File: src/rtl/wb_arb2_led.sv
// wb_arb2_led: two-master round-robin Wishbone pipelined arbiter with outstanding tracking and ack timeout
module wb_arb2_led #(
  parameter int AW = 1,
  parameter int DW = 32,
  parameter int TIMEOUT = 64
) (
  input  logic          clk_i,
  input  logic          rstn_i,
  input  logic          m0_cyc_i,
  input  logic          m0_stb_i,
  input  logic          m0_we_i,
  input  logic [AW-1:0] m0_adr_i,
  input  logic [DW-1:0] m0_dat_i,
  output logic          m0_stall_o,
  output logic          m0_ack_o,
  output logic          m0_err_o,
  output logic [DW-1:0] m0_dat_o,
  input  logic          m1_cyc_i,
  input  logic          m1_stb_i,
  input  logic          m1_we_i,
  input  logic [AW-1:0] m1_adr_i,
  input  logic [DW-1:0] m1_dat_i,
  output logic          m1_stall_o,
  output logic          m1_ack_o,
  output logic          m1_err_o,
  output logic [DW-1:0] m1_dat_o,
  output logic          s_cyc_o,
  output logic          s_stb_o,
  output logic          s_we_o,
  output logic [AW-1:0] s_adr_o,
  output logic [DW-1:0] s_dat_o,
  input  logic          s_stall_i,
  input  logic          s_ack_i,
  input  logic [DW-1:0] s_dat_i,
  output logic [1:0]    grant_o
);
  localparam logic [1:0] IDLE = 2'b00, GNT0 = 2'b01, GNT1 = 2'b10;
  logic [1:0] state, state_n;
  logic last_grant, lock0, lock1;
  logic [3:0] cnt, cnt_n, drain, drain_n, cnt_left, drain_left;
  logic [4:0] drain_sum;
  logic [7:0] wcnt, wcnt_n;
  logic g0, g1, gnt, req0, req1, full, inc, ack_own, to, chg;
  assign g0 = state == GNT0;
  assign g1 = state == GNT1;
  assign gnt = g0 | g1;
  assign grant_o = {g1, g0};
  assign req0 = m0_cyc_i & ~lock0;
  assign req1 = m1_cyc_i & ~lock1;
  assign full = cnt == 4'd15;
  assign s_cyc_o = g0 ? m0_cyc_i : g1 ? m1_cyc_i : 1'b0;
  assign s_stb_o = (g0 ? m0_stb_i : g1 ? m1_stb_i : 1'b0) & ~full;
  assign s_we_o = g0 ? m0_we_i : g1 ? m1_we_i : 1'b0;
  assign s_adr_o = g0 ? m0_adr_i : g1 ? m1_adr_i : '0;
  assign s_dat_o = g0 ? m0_dat_i : g1 ? m1_dat_i : '0;
  assign inc = s_stb_o & ~s_stall_i;
  // acks still owed to a previous owner are swallowed, never forwarded
  assign ack_own = gnt & s_ack_i & (drain == 4'd0);
  assign to = gnt & (cnt != 4'd0) & ~s_ack_i & (wcnt == 8'(TIMEOUT - 1));
  assign m0_stall_o = g0 ? (s_stall_i | full) : 1'b1;
  assign m1_stall_o = g1 ? (s_stall_i | full) : 1'b1;
  assign m0_ack_o = g0 & ack_own;
  assign m1_ack_o = g1 & ack_own;
  assign m0_err_o = g0 & to;
  assign m1_err_o = g1 & to;
  assign m0_dat_o = s_dat_i;
  assign m1_dat_o = s_dat_i;
  assign chg = state_n != state;
  assign cnt_left = cnt - {3'd0, ack_own & (cnt != 4'd0)};
  assign drain_left = drain - {3'd0, s_ack_i & (drain != 4'd0)};
  assign drain_sum = {1'b0, drain_left} + {1'b0, cnt_left};
  always_comb begin
    state_n = (g0 & ~to & m0_cyc_i) ? GNT0 :
              (g1 & ~to & m1_cyc_i) ? GNT1 :
              g0 ? (req1 ? GNT1 : IDLE) :
              g1 ? (req0 ? GNT0 : IDLE) :
              (req0 & req1) ? (last_grant ? GNT0 : GNT1) :
              req0 ? GNT0 : req1 ? GNT1 : IDLE;
    cnt_n = chg ? 4'd0 : (inc & ~ack_own) ? cnt + 4'd1 : (ack_own & ~inc) ? cnt_left : cnt;
    drain_n = to ? 4'd0 : (chg & gnt) ? (drain_sum[4] ? 4'hf : drain_sum[3:0]) : drain_left;
    wcnt_n = (chg | s_ack_i | (cnt == 4'd0) | ~gnt) ? 8'd0 : wcnt + 8'd1;
  end
  always_ff @(posedge clk_i or negedge rstn_i)
    if (!rstn_i) begin
      state <= IDLE;
      last_grant <= 1'b1;
      cnt <= 4'd0;
      drain <= 4'd0;
      wcnt <= 8'd0;
      lock0 <= 1'b0;
      lock1 <= 1'b0;
    end else begin
      state <= state_n;
      last_grant <= (state_n == GNT0) ? 1'b0 : (state_n == GNT1) ? 1'b1 : last_grant;
      cnt <= cnt_n;
      drain <= drain_n;
      wcnt <= wcnt_n;
      lock0 <= m0_cyc_i & (lock0 | (g0 & to));
      lock1 <= m1_cyc_i & (lock1 | (g1 & to));
    end
endmodule

File: config.mk
export PLATFORM = sky130hd
export DESIGN_NAME = wb_arb2_led
export DESIGN_NICKNAME = d
export VERILOG_FILES = /design/src/rtl/wb_arb2_led.sv
export SDC_FILE = /design/constraint.sdc
export NUM_CORES = 1
export LEC_CHECK = 0
export CORE_ASPECT_RATIO = 2
export CORE_MARGIN = 3
export CORE_UTILIZATION = 29
export CTS_CLUSTER_DIAMETER = 40
export DETAILED_ROUTE_END_ITERATION = 10
export PLACE_DENSITY = 0.78
export SETUP_SLACK_MARGIN = 0.05
export SYNTH_ARGS = -nofsm -noshare
export SYNTH_HDL_FRONTEND = slang
export SYNTH_SLANG_ARGS = --single-unit
File: constraint.sdc
create_clock -name clk_i -period 2.43 [get_ports clk_i]
set_input_delay 0.486 -clock clk_i [delete_from_list [all_inputs] [get_ports clk_i]]
set_output_delay 0.486 -clock clk_i [all_outputs]
set_load 0.02 [all_outputs]
# Word level (Yosys, flattened, before mapping)
# Index checks and enable logic that the tools add are counted.
[classes]
bitwise_logic = 41
eq_ne = 7
add_sub_neg = 5
n_mux = 30
reduce_logical = 6
[op_table]
columns = ["op", "count"]
rows = [
  ["two-way mux 32 bit", 2],
  ["bitwise AND 1 bit", 25],
  ["two-way mux 4 bit", 6],
  ["two-way mux 2 bit", 8],
  ["two-way mux 1 bit", 13],
  ["inverter 1 bit", 9],
  ["adder 8 x 1 -> 8 bit (second input constant)", 1],
  ["== test 8 x 6 -> 1 bit (second input constant)", 1],
  ["logical NOT 4 bit", 2],
  ["two-way mux 8 bit", 1],
  ["nonzero test 4 bit", 2],
  ["subtractor 4 x 1 -> 4 bit", 2],
  ["OR 1 bit", 7],
  ["adder 4 x 4 -> 5 bit", 1],
  ["adder 4 x 1 -> 4 bit (second input constant)", 1],
  ["== test 2 x 1 -> 1 bit (second input constant)", 2],
  ["== test 2 bit (second input constant)", 2],
  ["== test 4 bit (second input constant)", 1],
  ["nonzero test 3 bit", 1],
  ["!= test 2 bit", 1],
  ["nonzero test 2 bit", 1],
]
[word_totals]
out_inout_bits = 108
reg_bits = 21

# Longest topological paths before layout
# Gate-level depths: netlist of run 1.
[logic_depth]
word_depth = 15
ltp_mapped = 14

# Worst setup path after synthesis of run 1
# OpenSTA, ideal clock, no wires.
[synth_timing]
path_kind = "reg-to-reg"
start = "reg state[1]"
end = "reg drain[0]"
n_path_buf = 0
path_slack_ns = -0.164
period_less_slack_ns = 2.594
path_stages_with_launch = 14
required_ns = 2.285
setup_time_ns = 0.145
arrival_ns = 2.449
cell_sequence = "dfrtp_1 > ha_1 > inv_1 > nand3_1 > nor2_1 > ha_1 > ha_1 > inv_1 > fa_1 > a21oi_1 > nor2_1 > nor2_1 > o2111a_1 > a221oi_1"
[synth_between]
elab_chain_cells = 14
elab_cells_between_ends = 25
cone_classes = "2 x add/sub; 3 x eq/ne; 7 x mux; 13 x bitwise"
[synth_lines]
columns = ["item", "line", "rtl"]
rows = [
  ["start, declared", "38", "logic [1:0] state, state_n;"],
  ["start signal, assigned", "93", "state <= state_n;"],
  ["branches (longest 13 deep; another with adder 4 x 4 -> 5 bit)", "n/a", ""],
  ["two-way mux 4 bit *", "80", "drain_n = to ? 4'd0 : (chg & gnt) ? (drain_sum[4] ? 4'hf : drain_sum[3:0]) : drain_left;"],
  ["named net drain_n[0]", "40", "logic [3:0] cnt, cnt_n, drain, drain_n, cnt_left, drain_left;"],
  ["end signal, assigned", "96", "drain <= drain_n;"],
  ["end, declared", "40", ""],
]
# Mark *: on every way through the listed nets, which the timed path passes.
# A chain may end at the register's enable or synchronous reset.

# Final worst setup path of run 1
[layout_timing]
start = "reg cnt[1]"
end = "reg drain[1]"
[layout_between]
elab_chain_cells = 13
elab_cells_between_ends = 19
cone_classes = "2 x add/sub; 1 x eq/ne; 5 x mux; 10 x bitwise; 1 x reduce/logical"
[layout_lines]
columns = ["item", "line", "rtl"]
rows = [
  ["start, declared", "40", ""],
  ["start signal, assigned", "95", "cnt <= cnt_n;"],
  ["branches (longest 12 deep; another with adder 4 x 4 -> 5 bit)", "n/a", ""],
  ["two-way mux 4 bit *", "80", ""],
  ["named net drain_n[1]", "40", ""],
]
# Marked as above.

==> flow_summary.yaml, run 1 <==
floorplan:
  start_util_pct: 30.3
  core_area_um2: 8120
  rows: 46
  die_x_um: 71.1
  dieHeight_um: 136
  die_area_um2: 9690
  pin_count: 216
detailed_routing:
  vias: 2633
  ant_nets: 0
  via_per_inst: 5.33
  drc: 0
  drt_iter0_drc: 213
  first_pass_iters: 4
  route.final.wire_length_um: 11300
  routedWlPerCell_um: 22.9
cells_and_area:
  final_cells: 494
  nets: 523
  drive_gt1_share_pct: 47.0
  layout_common_cells: "clkdlybuf4s50_1 (75), buf_4 (66), a22o_1 (25)"
  syn_to_final_growth_pct: 70.4
  final_core_util_pct: 51.6
  fillCellCount: 727
  antenna_cells: 0
  layout_commonest_cell: "clkdlybuf4s50_1"
synth:
  synth.ff_latch_count: 21
  synth_compound_area_share_pct: 23.6
  netlist_instances: 281
  synthDistinctLibCells: 50
  async_flop_share_pct: 100
  synthMuxAreaShare_pct: 0.814
  syn_avg_cell_area_um2: 8.75
  yosys_most_used_dff: "dfrtp_1"
  synth_edf_count: 0
  ys_warn_count: 0
  yosys.area_share.simple_pct: 15.7
  syn_nets: 405
  synth_top_family_by_area: "buffers and inverters"
  ys_seq_area_share_pct: 21.4
  yosys.area_share.adder_pct: 8.44
  synthesis.area_um2: 2460
  synthXorXnorAreaFrac_pct: 4.63
clock_tree:
  cts_tree: "built"
  clkTransAtPathRegs_ns: 0.06
  root_buffer: "clkbuf_16"
  clock_latency_ns: 0.25
  cts_sinks: 21
  cts_max_level: 1
  cts_made_buffers: 3
  clock_path_buffers: 2
  holdBufCountCts: 0
global_route:
  use_met1_pct: 24.4
  grt_pass1_wl_um: 16100
  use_met3_pct: 10.4
  antenna_found_initial: 0
  grtUsageMet2_pct: 36.9
  top_usage_layer: "met2"
  grt_pass1_vias: 2743
  grt_max_degree: 40
  grt_usage_pct: 22.0
  overflow: 0
setup_path:
  worstPathMaxFanout: 4
  crit_type: "flip-flop to flip-flop"
  crit_start: "cnt[1]$_DFFE_PN0P_"
  startpoint_type: "flip-flop"
  worstRegToRegCells: 13
  worstPathArrival_ns: 2.80
  reg2reg_to: "drain[1]$_DFF_PN0_"
  critPathCapture: "drain[1]$_DFF_PN0_"
  cp.required_ns: 2.58
  reg2reg_from: "cnt[1]$_DFFE_PN0P_"
  end_kind: "flip-flop"
  reg2reg_slack_ns: -0.21
status:
  violations: "negative setup slack"
  run_status: "complete, but fails checks"
sta:
  layout_min_cycle_time_ns: 2.64
  setup_viol: 18
  setup_ws_ns: -0.212
  rsz0062_at_grt: "yes"
  tightest_slew_ns: 0.708
  maxSlewViolCount: 0
  skew_ns: 0.00513
  fmax_ghz: 0.379
  hold_violations: 0
  maxSlewHeadroom_pct: 52.8
  finalCritPeriodShare_pct: 109
placement:
  gp_routability_congestion: 0.941
  io_buffers: 119
  place_inst: 461
  dp_hpwl_um: 8690
power_and_ir_drop:
  leakagePower_nw: 1.94
  power.density_nw_per_um2: 1180
  irDropWorstVdd_uv: 483
job:
  maxCapViolCount: 0
hold_path:
  min_path_type: "flip-flop to flip-flop"
[routing by layer]
layer  share of wire, %  wire length, µm
met4                3.9              440
met5                  0                0
met3                 14             1540
met2                 49             5570
met1                 33             3760
[metrics by stage]
| stage | cell area, µm² | total power [W] | hold slack (ns) | setup TNS (ns) | setup slack, ns |
|---|---|---|---|---|---|
| after global placement | 3620 | 0.00367 | 0.474 | -7.40 | -0.486 |
| final | 4190 | 0.00493 | 0.493 | -2.06 | -0.212 |
| after CTS | 4020 | 0.00442 | 0.499 | -2.26 | -0.205 |
| after detailed placement | 3620 | 0.00369 | 0.490 | -8.33 | -0.645 |
| after global routing | 4190 | 0.00520 | 0.508 | -3.83 | -0.359 |
| after floorplan | 2530 | 0.00241 | 0.190 | 0 | 0.0136 |
[kinds of logic after synthesis]
group | count (synthesis)
compound gates | 71
xor+xnor | 13
fa+ha+maj | 16
buf+inv | 96
flops | 21
mux | 2
simple gates | 62
[cell usage after synthesis (2+ instances only)]
cell type	n	area [µm²]
buf_4	67	503
a22o_1	34	298
dfrtp_1	20	500
inv_1	17	63.8
ha_1	15	188
nand2_1	10	37.5
nor2_1	10	37.5
nand3_1	9	45.0
clkbuf_1	8	30.0
xnor2_1	8	70.1
nor3_2	7	70.1
and3_1	5	31.3
xor2_1	5	43.8
a21o_1	4	30.0
a31oi_1	4	25.0
o21ai_0	4	20.0
and2_1	3	18.8
nand2b_1	3	18.8
nor2b_1	3	18.8
o21a_1	3	22.5
a211o_1	2	17.5
a211oi_1	2	15.0
a21oi_1	2	10.0
a221oi_1	2	17.5
buf_1	2	7.51
buf_6	2	22.5
mux2i_1	2	20.0
nor3b_1	2	15.0
nor3b_2	2	25.0
nor4_1	2	12.5
o211ai_1	2	15.0
o22ai_1	2	12.5
[sequential cells by signal, summed over array words and instances (netlist names)]
name        flops
lock1           1
cnt             4
wcnt            8
state           2
drain           4
last_grant      1
lock0           1
[layout make-up]
class	instances	area [µm²]	area share, %
multi-input combinational	164	1720	41.0
timing repair buffer	192	1680	40.0
sequential	21	528	12.6
tap	96	120	2.87
clock buffer	4	78.8	1.88
inverter	17	68.8	1.64
[worst min-delay path by stage]
stage | from | to | slack (ns) | cells past startpoint
after CTS | last_grant$_DFFE_PN1P_ | last_grant$_DFFE_PN1P_ | 0.50 | 2
after global placement | last_grant$_DFFE_PN1P_ | last_grant$_DFFE_PN1P_ | 0.47 | 2
after global routing | last_grant$_DFFE_PN1P_ | last_grant$_DFFE_PN1P_ | 0.51 | 2
final | last_grant$_DFFE_PN1P_ | last_grant$_DFFE_PN1P_ | 0.49 | 2
after floorplan | rstn_i | cnt[0]$_DFFE_PN0P_ | 0.19 | 0
after detailed placement | last_grant$_DFFE_PN1P_ | last_grant$_DFFE_PN1P_ | 0.49 | 2
[repair_timing]
item                                    4_1_cts  5_1_grt
endpoints found under the setup margin       57       47
resized for setup                           118       92
pin swaps                                    25       21
setup buffers                                18        9
cloned                                        0        3
[power by group]
group / switching (W) / internal [W] / total (W) / leakage (nW)
registers: 0.0000677 / 0.000430 / 0.000497 / 0.275
logic: 0.00207 / 0.00201 / 0.00408 / 1.63
clock network: 0.000127 / 0.000223 / 0.000350 / 0.0382
total: 0.00226 / 0.00267 / 0.00493 / 1.94
[critical path: stages (launching register included)]
cell	delay [ns]
dfrtp_1	0.38
inv_2	0.08
ha_4	0.13
nor3b_4	0.17
buf_6	0.15
buf_4	0.11
nor2b_2	0.04
buf_4	0.13
buf_4	0.14
a211o_1	0.30
a41oi_2	0.23
o211ai_1	0.21
buf_4	0.19
a221oi_2	0.27
No activity file was read; power rests on OpenSTA's default activity.
==> run 2: changes to the inputs <==
--- a/config.mk
+++ b/config.mk
@@ -7,10 +7,10 @@
 export LEC_CHECK = 0
 export CORE_ASPECT_RATIO = 2
 export CORE_MARGIN = 3
-export CORE_UTILIZATION = 29
+export CORE_UTILIZATION = 35
 export CTS_CLUSTER_DIAMETER = 40
 export DETAILED_ROUTE_END_ITERATION = 10
-export PLACE_DENSITY = 0.78
+export DONT_BUFFER_PORTS = 1
 export SETUP_SLACK_MARGIN = 0.05
 export SYNTH_ARGS = -nofsm -noshare
 export SYNTH_HDL_FRONTEND = slang
==> flow_summary.yaml, run 2 (synthesis results as in run 1) <==
floorplan:
  start_util_pct: 36.6
  rows: 42
  die_area_um2: 8130
  core_area_um2: 6730
  die_x_um: 65.3
  dieHeight_um: 125
  pin_count: 216
power_and_ir_drop:
  power.density_nw_per_um2: 1360
  irDropWorstVdd_uv: 455
  p_total_w: 0.00366
  leakagePower_nw: 1.14
detailed_routing:
  drc: 0
  ant_nets: 0
  vias: 1930
  first_pass_iters: 4
  routedWlPerCell_um: 23.3
  route.final.wire_length_um: 7900
  drt_iter0_drc: 48
  via_per_inst: 5.69
hold_path:
  min_path_type: "input pin to asynchronous set/reset pin"
sta:
  fmax_ghz: 0.386
  setup_ws_ns: -0.163
  setup_viol: 4
  skew_ns: 0.00537
  tightest_slew_ns: 0.993
  finalCritPeriodShare_pct: 107
  hold_violations: 0
  rsz0062_at_grt: "yes"
  maxSlewHeadroom_pct: 33.6
  maxSlewViolCount: 0
  layout_min_cycle_time_ns: 2.59
placement:
  io_buffers: 0
  pre_cts_ws_ns: -0.190
  dp_hpwl_um: 6440
  gp_routability_congestion: 0.917
status:
  violations: "negative setup slack"
  run_status: "complete, but fails checks"
global_route:
  grt_pass1_wl_um: 11100
  antenna_found_initial: 0
  grt_max_degree: 35
  overflow: 0
  grt_usage_pct: 18.4
  grt_pass1_vias: 2048
setup_path:
  worstPathArrival_ns: 2.75
  crit_type: "flip-flop to flip-flop"
  cp.required_ns: 2.59
  end_kind: "flip-flop"
  startpoint_type: "flip-flop"
  worstPathMaxFanout: 3
cells_and_area:
  fillCellCount: 672
  drive_gt1_share_pct: 39.4
  largest_reg_flops: 8
  syn_to_final_growth_pct: 9.05
  antenna_cells: 0
  layout_commonest_cell: "buf_4"
  reg_top3: "wcnt x8, cnt x4, drain x4"
  nets: 376
  layout_common_cells: "buf_4 (39), a22o_1 (33), dfrtp_1 (19)"
  top_register: "wcnt"
clock_tree:
  cts_sinks: 21
  clkTransAtPathRegs_ns: 0.06
  clock_latency_ns: 0.26
  clock_path_buffers: 2
  root_buffer: "clkbuf_16"
  cts_max_level: 1
  cts_made_buffers: 3
  cts_tree: "built"
job:
  maxCapViolCount: 0
[run 2: worst max-delay path, cell delays in order (launching register included)]
cell	delay, ns
dfrtp_1	0.41
nor4_4	0.35
nand3_2	0.15
nor2_4	0.16
ha_4	0.15
nor3b_4	0.19
xor2_1	0.09
ha_1	0.35
inv_2	0.07
nor2_2	0.11
nor2_1	0.05
o2111a_1	0.15
a221oi_2	0.25
[run 2: metal layers]
metal / share of wire [%] / GRT usage, %
met1: 33 / 17.6
met2: 51 / 32.7
met3: 14 / 9.84
met4: 1.8 / 5.62
met5: 0 / 0
[run 2: path summary, 6_finish.rpt]
path,from,end,slack (ns),cells past startpoint
worst min register to register,lock1$_DFF_PN0_,lock1$_DFF_PN0_,0.49,1
worst max register to register,drain[0]$_DFF_PN0_,drain[1]$_DFF_PN0_,-0.16,12
min in group clk_i,m0_cyc_i,lock0$_DFF_PN0_,0.34,1
max in group asynchronous,rstn_i,state[1]$_DFF_PN0_,0.92,1
worst min-delay path,rstn_i,last_grant$_DFFE_PN1P_,0.06,0
worst max-delay path,drain[0]$_DFF_PN0_,drain[1]$_DFF_PN0_,-0.16,12
[run 2: stage by stage]
step | TNS [ns] | hold WS, ns | cell area (µm²) | cells | util [%]
2_1_floorplan | 0 | 0.190 | 2530 | 281 | -
3_3_place_gp | -0.761 | 0.192 | 2370 | 329 | 35.2
3_5_place_dp | -1.17 | 0.192 | 2370 | 329 | 35.2
4_1_cts | -0.434 | 0.0617 | 2580 | 337 | 38.3
5_1_grt | -1.09 | 0.0545 | 2680 | 339 | 39.9
6_report | -0.527 | 0.0636 | 2680 | 339 | 39.9
[run 2: timing repair]
| action | in CTS | in global routing |
|---|---|---|
| hold buffers | 1 | 0 |
| endpoints found under the hold margin | 20 | 0 |
| gates cloned | 0 | 0 |
| resized for setup | 21 | 18 |
| setup buffers | 3 | 2 |
| pin swaps | 6 | 5 |
| setup endpoints to repair | 18 | 18 |
[run 2: layout make-up]
class | count | area [µm²] | share of cell area, %
Timing Repair Buffer | 45 | 359 | 13.4
Sequential cell | 21 | 528 | 19.7
Inverter | 17 | 66.3 | 2.47
Clock buffer | 3 | 75.1 | 2.80
Clock inverter | 1 | 5.00 | 0.187
Multi-Input combinational cell | 164 | 1540 | 57.4
Tap cell | 88 | 110 | 4.10
[run 2: where the power goes]
part | total (W) | switching, W | leakage (nW) | internal (W)
Combinational | 0.00280 | 0.00165 | 0.825 | 0.00116
Sequential | 0.000495 | 0.0000658 | 0.275 | 0.000430
Clock | 0.000357 | 0.000135 | 0.0409 | 0.000221
